### config.mk
export PLATFORM = sky130hd
export DESIGN_NAME = uart_rx
export DESIGN_NICKNAME = d
export VERILOG_FILES = /design/src/rtl/uart_rx.sv
export SDC_FILE = /design/constraint.sdc
export NUM_CORES = 1
export LEC_CHECK = 0
export ABC_CLOCK_PERIOD_IN_PS = 6670
export CAP_MARGIN = 20
export CORE_ASPECT_RATIO = 0.75
export CORE_MARGIN = 2
export CORE_UTILIZATION = 50
export DETAILED_ROUTE_END_ITERATION = 8
export PLACE_DENSITY = 0.71
export SLEW_MARGIN = 20
export SYNTH_ARGS = -nofsm -noshare
export SYNTH_HDL_FRONTEND = slang
export SYNTH_SLANG_ARGS = --single-unit
### constraint.sdc
create_clock -name clk_i -period 6.67 [get_ports clk_i]
set_clock_uncertainty 0.15 [all_clocks]
set_input_delay 1.6675 -clock clk_i [delete_from_list [all_inputs] [get_ports clk_i]]
set_output_delay 1.6675 -clock clk_i [all_outputs]
set_load 0.005 [all_outputs]
### src/rtl/uart_rx.sv
`default_nettype none
// ============================================================================
// Module      : uart_rx
// Description : UART serial receive stage. Synchronizes rx_i, recovers the
//               start / data (LSB first) / optional parity / stop bits using a
//               programmable clock divider, and presents each character on an
//               AXI-Stream-style output with a held-until-accepted handshake.
//               Optional feature macro: UART_RX_PARITY_EN (parity bit support).
// Ports       : clk_i, arstn_i (async active-low reset)
//               clk_divider_i   - clk_i cycles per bit (values < 4 act as 4)
//               parity_odd_i/parity_even_i - expected parity (odd wins)
//               rx_i            - serial line, idle high
//               m_axis_tdata_o/tuser_o/tvalid_o, m_axis_tready_i - output stream
//               frame_err_o     - pulse: stop bit sampled low
//               overrun_o       - pulse: character dropped, output still full
// Revision    : 1.0 - initial release
// ============================================================================
module uart_rx #(
    parameter int DATA_WIDTH    = 8,
    parameter int DIVIDER_WIDTH = 32
) (
    input  logic                     clk_i,
    input  logic                     arstn_i,
    input  logic [DIVIDER_WIDTH-1:0] clk_divider_i,
    input  logic                     parity_odd_i,
    input  logic                     parity_even_i,
    input  logic                     rx_i,
    output logic [DATA_WIDTH-1:0]    m_axis_tdata_o,
    output logic                     m_axis_tuser_o,
    output logic                     m_axis_tvalid_o,
    input  logic                     m_axis_tready_i,
    output logic                     frame_err_o,
    output logic                     overrun_o
);

    localparam int                        c_BIT_CNT_W = $clog2(DATA_WIDTH + 1);
    localparam logic [c_BIT_CNT_W-1:0]    c_LAST_BIT  = c_BIT_CNT_W'(DATA_WIDTH - 1);
    localparam logic [c_BIT_CNT_W-1:0]    c_BIT_ONE   = c_BIT_CNT_W'(1);
    localparam logic [DIVIDER_WIDTH-1:0]  c_MIN_DIV   = DIVIDER_WIDTH'(4);
    localparam logic [DIVIDER_WIDTH-1:0]  c_CNT_ONE   = DIVIDER_WIDTH'(1);

    typedef enum logic [2:0] {
        S_IDLE      = 3'd0,
        S_START     = 3'd1,
        S_DATA      = 3'd2,
`ifdef UART_RX_PARITY_EN
        S_PARITY    = 3'd3,
`endif
        S_STOP      = 3'd4,
        S_WAIT_IDLE = 3'd5
    } state_t;

    state_t                     r_state;
    state_t                     w_state_nxt;
    logic [1:0]                 r_sync;
    logic                       w_rx_s;
    logic [DIVIDER_WIDTH-1:0]   r_div;
    logic [DIVIDER_WIDTH-1:0]   r_cnt;
    logic [DIVIDER_WIDTH-1:0]   w_half;
    logic [c_BIT_CNT_W-1:0]     r_bit_cnt;
    logic [DATA_WIDTH-1:0]      r_shift;
    logic                       w_tick;
    logic                       w_deliver;
    logic                       w_frame_err;
    logic [DATA_WIDTH-1:0]      r_tdata;
    logic                       r_tvalid;
    logic                       r_frame_err;
    logic                       r_overrun;

`ifdef UART_RX_PARITY_EN
    logic                       r_par_en;
    logic                       r_par_odd;
    logic                       r_perr;
    logic                       r_tuser;
    logic                       w_par_exp;

    assign w_par_exp = r_par_odd ? ~^r_shift : ^r_shift;
`else
    logic                       w_unused_parity;

    assign w_unused_parity = parity_odd_i | parity_even_i;
`endif

    assign w_rx_s = r_sync[1];
    assign w_half = r_div >> 1;

    // ------------------------------------------------------------------------
    // State register
    // ------------------------------------------------------------------------
    always_ff @(posedge clk_i or negedge arstn_i) begin
        if (!arstn_i) begin
            r_state <= S_IDLE;
        end else begin
            r_state <= w_state_nxt;
        end
    end

    // ------------------------------------------------------------------------
    // Next state and per-cycle strobes. w_tick marks a bit sample point.
    // ------------------------------------------------------------------------
    always_comb begin
        w_state_nxt = r_state;
        w_tick      = 1'b0;
        w_deliver   = 1'b0;
        w_frame_err = 1'b0;
        case (r_state)
            S_IDLE: begin
                if (!w_rx_s) w_state_nxt = S_START;
            end
            S_START: begin
                if (r_cnt == w_half) begin
                    w_tick      = 1'b1;
                    // A line that is high again at mid-start was a glitch.
                    w_state_nxt = w_rx_s ? S_IDLE : S_DATA;
                end
            end
            S_DATA: begin
                if (r_cnt == r_div) begin
                    w_tick = 1'b1;
                    if (r_bit_cnt == c_LAST_BIT) begin
`ifdef UART_RX_PARITY_EN
                        w_state_nxt = r_par_en ? S_PARITY : S_STOP;
`else
                        w_state_nxt = S_STOP;
`endif
                    end
                end
            end
`ifdef UART_RX_PARITY_EN
            S_PARITY: begin
                if (r_cnt == r_div) begin
                    w_tick      = 1'b1;
                    w_state_nxt = S_STOP;
                end
            end
`endif
            S_STOP: begin
                if (r_cnt == r_div) begin
                    w_tick = 1'b1;
                    if (w_rx_s) begin
                        // Return at mid-stop so a frame starting right after
                        // the stop bit is not missed.
                        w_deliver   = 1'b1;
                        w_state_nxt = S_IDLE;
                    end else begin
                        w_frame_err = 1'b1;
                        w_state_nxt = S_WAIT_IDLE;
                    end
                end
            end
            S_WAIT_IDLE: begin
                if (w_rx_s) w_state_nxt = S_IDLE;
            end
            default: w_state_nxt = S_IDLE;
        endcase
    end

    // ------------------------------------------------------------------------
    // Synchronizer, bit timing and shift register
    // ------------------------------------------------------------------------
    always_ff @(posedge clk_i or negedge arstn_i) begin
        if (!arstn_i) begin
            r_sync    <= 2'b11;
            r_div     <= c_MIN_DIV;
            r_cnt     <= c_CNT_ONE;
            r_bit_cnt <= '0;
            r_shift   <= '0;
`ifdef UART_RX_PARITY_EN
            r_par_en  <= 1'b0;
            r_par_odd <= 1'b0;
            r_perr    <= 1'b0;
`endif
        end else begin
            r_sync <= {r_sync[0], rx_i};
            if (r_state == S_IDLE) begin
                // Configuration is re-captured every idle cycle; the value
                // from the cycle that sees the start edge holds for the frame.
                r_div     <= (clk_divider_i < c_MIN_DIV) ? c_MIN_DIV : clk_divider_i;
                r_cnt     <= c_CNT_ONE;
                r_bit_cnt <= '0;
`ifdef UART_RX_PARITY_EN
                r_par_en  <= parity_odd_i | parity_even_i;
                r_par_odd <= parity_odd_i;
                r_perr    <= 1'b0;
`endif
            end else if (w_tick) begin
                r_cnt <= c_CNT_ONE;
            end else begin
                r_cnt <= r_cnt + c_CNT_ONE;
            end

            if (r_state == S_DATA && w_tick) begin
                r_shift   <= {w_rx_s, r_shift[DATA_WIDTH-1:1]};
                r_bit_cnt <= r_bit_cnt + c_BIT_ONE;
            end
`ifdef UART_RX_PARITY_EN
            if (r_state == S_PARITY && w_tick) begin
                r_perr <= (w_rx_s != w_par_exp);
            end
`endif
        end
    end

    // ------------------------------------------------------------------------
    // Output stage: hold until accepted, drop new character when full
    // ------------------------------------------------------------------------
    always_ff @(posedge clk_i or negedge arstn_i) begin
        if (!arstn_i) begin
            r_tdata     <= '0;
            r_tvalid    <= 1'b0;
            r_frame_err <= 1'b0;
            r_overrun   <= 1'b0;
`ifdef UART_RX_PARITY_EN
            r_tuser     <= 1'b0;
`endif
        end else begin
            r_frame_err <= w_frame_err;
            r_overrun   <= 1'b0;
            if (w_deliver) begin
                if (!r_tvalid || m_axis_tready_i) begin
                    r_tdata  <= r_shift;
                    r_tvalid <= 1'b1;
`ifdef UART_RX_PARITY_EN
                    r_tuser  <= r_perr;
`endif
                end else begin
                    r_overrun <= 1'b1;
                end
            end else if (r_tvalid && m_axis_tready_i) begin
                r_tvalid <= 1'b0;
            end
        end
    end

    assign m_axis_tdata_o  = r_tdata;
    assign m_axis_tvalid_o = r_tvalid;
    assign frame_err_o     = r_frame_err;
    assign overrun_o       = r_overrun;
`ifdef UART_RX_PARITY_EN
    assign m_axis_tuser_o  = r_tuser;
`else
    assign m_axis_tuser_o  = 1'b0;
`endif

endmodule
`default_nettype wire

; ---- After elaboration in Yosys (flattened, before gate mapping)
; Index checks and enable logic that the tools add are counted.
[op_classes]
order_cmp = 1
n_mul = 0
shift = 0
n_div = 0
n_eq_ne = 14
n_bitwise = 0
n_addsub = 2
muxes = 28
n_reduce_logical = 11
[ops]
columns = operator, n
row1 = 2-to-1 mux 32 bit, 3
row2 = adder 32 x 1 -> 32 bit (second input constant), 1
row3 = == test 32 x 31 -> 1 bit, 1
row4 = == test 32 bit, 1
row5 = less-than comparator 32 x 3 -> 1 bit (second input constant), 1
row6 = 2-to-1 mux 3 bit, 7
row7 = one-hot mux 3 bit (5 select lines), 1
row8 = 2-to-1 mux 1 bit, 13
row9 = inequality test 2 bit (second input constant), 6
row10 = 2-to-1 mux 4 bit, 2
row11 = == test 3 bit (second input constant), 2
row12 = AND reduction 6 bit, 1
row13 = adder 4 x 1 -> 4 bit (second input constant), 1
row14 = == test 4 x 3 -> 1 bit (second input constant), 1
row15 = AND reduction 2 bit, 2
row16 = nonzero test 2 bit, 2
row17 = == test 3 x 1 -> 1 bit (second input constant), 1
row18 = == test 3 x 2 -> 1 bit (second input constant), 1
row19 = zero test 3 bit, 1
row20 = logical AND 1 bit, 2
row21 = 2-to-1 mux 2 bit, 1
row22 = inequality test 2 x 1 -> 1 bit (second input constant), 1
row23 = one-hot mux 1 bit (2 select lines), 1
row24 = OR reduction 2 bit, 1
row25 = 2 further kinds, 2
[word_totals]
ramBits = 0
rom_bits = 0
latchBits = 0
memories = 0
inputBits = 38
reg_bits = 92
out_inout_bits = 12

; ---- Depth between registers and ports, before layout
[logic_depth]
word_depth = 5
mapped_depth = 8
depth_no_buf = 6

; ---- Least setup slack after synthesis
; OpenSTA, ideal clock, no wires.
[synth_path]
path_type = input -> register
start = input port m_axis_tready_i
end = register r_tdata[0] (netlist: m_axis_tdata_o[0])
required_ns = 6.395
path_buffers = 0
arrival_time_ns = 2.550
setup_slack_ns = 3.845
stages = 3
setup_time_ns = 0.125
path_cell_list = nand2b_1 -> nor4b_4 -> mux2_2
[synth_between]
elab_chain_len = 2
[synth_rtl]
columns = item, line
row1 = from (decl), 31  ; input logic m_axis_tready_i,
row2 = logical OR 1 bit, 220  ; if (!r_tvalid || m_axis_tready_i) begin
row3 = AND reduction 2 bit (no line), --
row4 = to (signal assigned), 221  ; r_tdata <= r_shift;
row5 = to (decl), 65  ; logic [DATA_WIDTH-1:0] r_tdata;
; Every way passes these cells.
; A chain may end at the register's enable or synchronous reset.

; ---- Worst setup path in the final report
[layout_path]
start = register r_cnt[8]
end = register r_shift[7]
[layout_between]
elab_chain_len = 4
[layout_rtl]
columns = item, line
row1 = from (decl), 58  ; logic [DIVIDER_WIDTH-1:0] r_cnt;
row2 = from (signal assigned), 165  ; r_cnt <= c_CNT_ONE;
row3 = from (signal assigned), 179  ; r_cnt <= c_CNT_ONE;
row4 = from (signal assigned), 187  ; r_cnt <= c_CNT_ONE;
row5 = == test 32 bit or == test 32 x 31 -> 1 bit (tied branches), "118, 138, 111"
row6 = 2-to-1 mux 1 bit (on tied branches), "118, 138, 111"
row7 = one-hot mux 1 bit (2 select lines) *, 106  ; case (r_state)
row8 = logical AND 1 bit *, 192  ; if (r_state == S_DATA && w_tick) begin
row9 = to (signal assigned), 193  ; r_shift <= {w_rx_s, r_shift[DATA_WIDTH-1:1]};
row10 = to (decl), 61  ; logic [DATA_WIDTH-1:0] r_shift;
; Mark *: on every way between the ends. The rest lies on a longest branch, timed or not.

==> out/results.txt <==
result of the run -> completed
count of input and output buffers -> 46
average wire per standard cell -> 17.1 um
power consumption -> 1.20 mW
critical path start-end classification -> flip-flop to flip-flop
cells resized by post-CTS repair -> 0
fin cells -> 691
Core Rows -> 31
leading cell types by count after synthesis -> 100 x sky130_fd_sc_hd__nand2_1, 88 x sky130_fd_sc_hd__dfrtp_1, 66 x sky130_fd_sc_hd__xnor2_1, 43 x sky130_fd_sc_hd__nor3_1, 34 x sky130_fd_sc_hd__nand4_1
register clock-pin slew on the reported worst setup and hold paths -> 0.07 ns
Skew-Pair Late Insertion Delay -> 0.34 ns
maximum number of pins on one net before global-route repair -> 51
count of unique library cells instantiated by Yosys -> 48
core area -> 9660 sq um
ranking of synthesized cells by area -> sky130_fd_sc_hd__dfrtp_1 44%, sky130_fd_sc_hd__xnor2_1 12%, sky130_fd_sc_hd__nand2_1 7.5%
share of the synthesized area in the top cell type -> 0.442
max-slew violation total from the final report -> 0
highest achievable clock rate -> 0.305 GHz
number of endpoints failing setup at the final stage -> 0
violation count after the first detailed-route iteration -> 252
worst min-delay path category -> flip-flop to flip-flop
CTS tree -> done
final wirelength -> 11,800 um
area of the die -> 10,800 sq um
placed wire-length estimate after detailed placement -> 8800 um
time the worst path needs with I/O delays and setup -> 3.27 ns
die extent in y -> 90.5 um
final total negative setup slack -> 0 ns
Setup crit start kind -> flip-flop
Yosys warning count -> 0
final count of hold timing violations -> 0
TritonCTS Sinks -> 92
effective utilization at floorplan -> 0.516
most repeated cell in the gate-level netlist after synthesis -> sky130_fd_sc_hd__nand2_1
weighted congestion at the end of routability-driven global placement -> 0.933
vias in the first global route -> 3,802
Overall Global Routing Usage -> 0.232
buffers inserted during post-CTS setup optimization -> 0
number of antenna violations at the first check in global routing -> 0
Lkg Pwr -> 2.44 nW
first-pass GRT wire length -> 19,400 um
worst-case headroom to the max-slew limit -> 0.372
Data required, critical path -> 6.75 ns
cts bufs inserted -> 9
syn avg cell area -> 9.42 sq um
via count -> 3,910
number of max-cap violations -> 0
clock tree buffer depth -> 2
power density of the placed cells -> 206 nW/um^2
setup repair after global routing missed its margin -> false
cell area after technology mapping -> 4980 sq um
worst-path fanout max -> 9
number of register bits inferred by synthesis -> 92
FFs w/ async S/R, synth -> 1.00
total inserted antenna cells -> 0
period utilization -> 0.491
area added between synthesis and finish -> 17.1%
share of the yosys chip area belonging to registers -> 0.463
Most used DFF post-synth -> sky130_fd_sc_hd__dfrtp_1
critical path endpoint category -> flip-flop
total gr overflow -> 0
worst IR drop on VDD -> 0.178 mV
proportion of layout cells with a drive suffix above 1 -> 0.0894
CTS hold repair buffers -> 0
TritonRoute pass-1 iters -> 5
count of antenna-violating nets left after detailed routing -> 0
total nets after synthesis -> 569
DR vias/cell -> 5.66
Inst Count DP -> 675
CTS Root Cell -> sky130_fd_sc_hd__clkbuf_16
number of nets in the layout -> 594
Post-synth EDFFs -> 0
boundary pin count -> 50
data arrival at the endpoint of the critical path -> 3.35 ns
synthesized instance count -> 529
Synth area leader -> sky130_fd_sc_hd__dfrtp_1
DRC Markers -> 0
H-tree Lvls -> 3
Worst Tran Pin Value -> 0.935 ns
width of the die -> 119 um
worst max-delay path, stage by stage, from the launching register on:
cell	delay, ns
sky130_fd_sc_hd__dfrtp_1	0.54
sky130_fd_sc_hd__xor2_1	0.23
sky130_fd_sc_hd__nor4_1	0.36
sky130_fd_sc_hd__nand4_1	0.40
sky130_fd_sc_hd__nor3_1	0.82
sky130_fd_sc_hd__buf_4	0.30
sky130_fd_sc_hd__mux2_2	0.35
report_power, final:
group | switching (mW) | total, mW | internal [mW]
sequential | 0.0155 | 0.585 | 0.569
combinational | 0.0326 | 0.0684 | 0.0358
clock | 0.209 | 0.548 | 0.338
through the flow:
step                      utilization  hold WS [ns]  instance area, sq um  worst slack (ns)
final                           0.604         0.212                  5840              3.40
after detailed placement        0.570         0.205                  5510              3.19
after floorplan                     -         0.195                  4980              3.85
after global placement          0.570         0.198                  5510              3.21
after global routing            0.604         0.217                  5840              3.24
after CTS                       0.604         0.214                  5840              3.39
routing by layer:
metal	wire length, um	track usage	vias up
met3	640	0.0461	33
li1	-	-	1867
met4	351	0.0942	0
met5	0	0	-
met1	5930	0.347	1881
met2	4920	0.328	129
cells by family after synthesis:
logic type,count (synthesis),synth area share
AO/OA/AOI/OAI,22,0.0326
XOR/XNOR,93,0.163
adder cells (fa/ha/maj),2,0.00502
buffers and inverters,48,0.0407
flip-flops,92,0.463
multiplexers,18,0.0402
other,1,0.000753
AND/OR/NAND/NOR,253,0.254
flip-flops by register name, summed over array words and instances (netlist names):
signal,cells
r_state,3
r_bit_cnt,4
m_axis_tdata_o,8
r_cnt,32
r_div,32
r_sync,2
frame_err_o,1
m_axis_tvalid_o,1
r_shift,8
overrun_o,1
placed cells by master, fill, tap and decap left out, drive strengths merged, types with 4 or more instances in the layout:
| cell type | instances |
|---|---|
| and4 | 4 |
| inv | 10 |
| nand4 | 34 |
| mux2 | 16 |
| buf | 7 |
| nand2 | 100 |
| or4 | 4 |
| xnor2 | 66 |
| nor2 | 15 |
| nor2b | 4 |
| xor2 | 27 |
| and3 | 6 |
| dfstp | 4 |
| dfrtp | 88 |
| nand3 | 15 |
| clkdlybuf4s50 | 45 |
| clkinv | 4 |
| clkbuf | 10 |
| nor3 | 43 |
| nor4 | 16 |
| o21ai | 4 |
final timing paths:
kind / from / endpoint / slack [ns] / cells after the start
worst min-delay path: r_sync[0] / r_sync[1] / 0.21 / 0
worst max-delay path: r_cnt[8] / r_shift[7] / 3.40 / 6
worst min register to register: r_sync[0] / r_sync[1] / 0.21 / 0
max in group asynchronous: arstn_i / r_bit_cnt[2] / 4.21 / 2
worst max register to register: r_cnt[8] / r_shift[7] / 3.40 / 6
min in group asynchronous: arstn_i / r_cnt[8] / 1.15 / 1
layout make-up:
type / count / area [sq um]
clock buffers: 10 / 239
clock inverters: 6 / 87.6
fillers: 828 / 3820
inverters: 10 / 37.5
multi-input cells: 389 / 2500
flip-flops and latches: 92 / 2310
well taps: 132 / 165
repair buffers: 52 / 503
No activity file was read; power rests on OpenSTA's default activity.
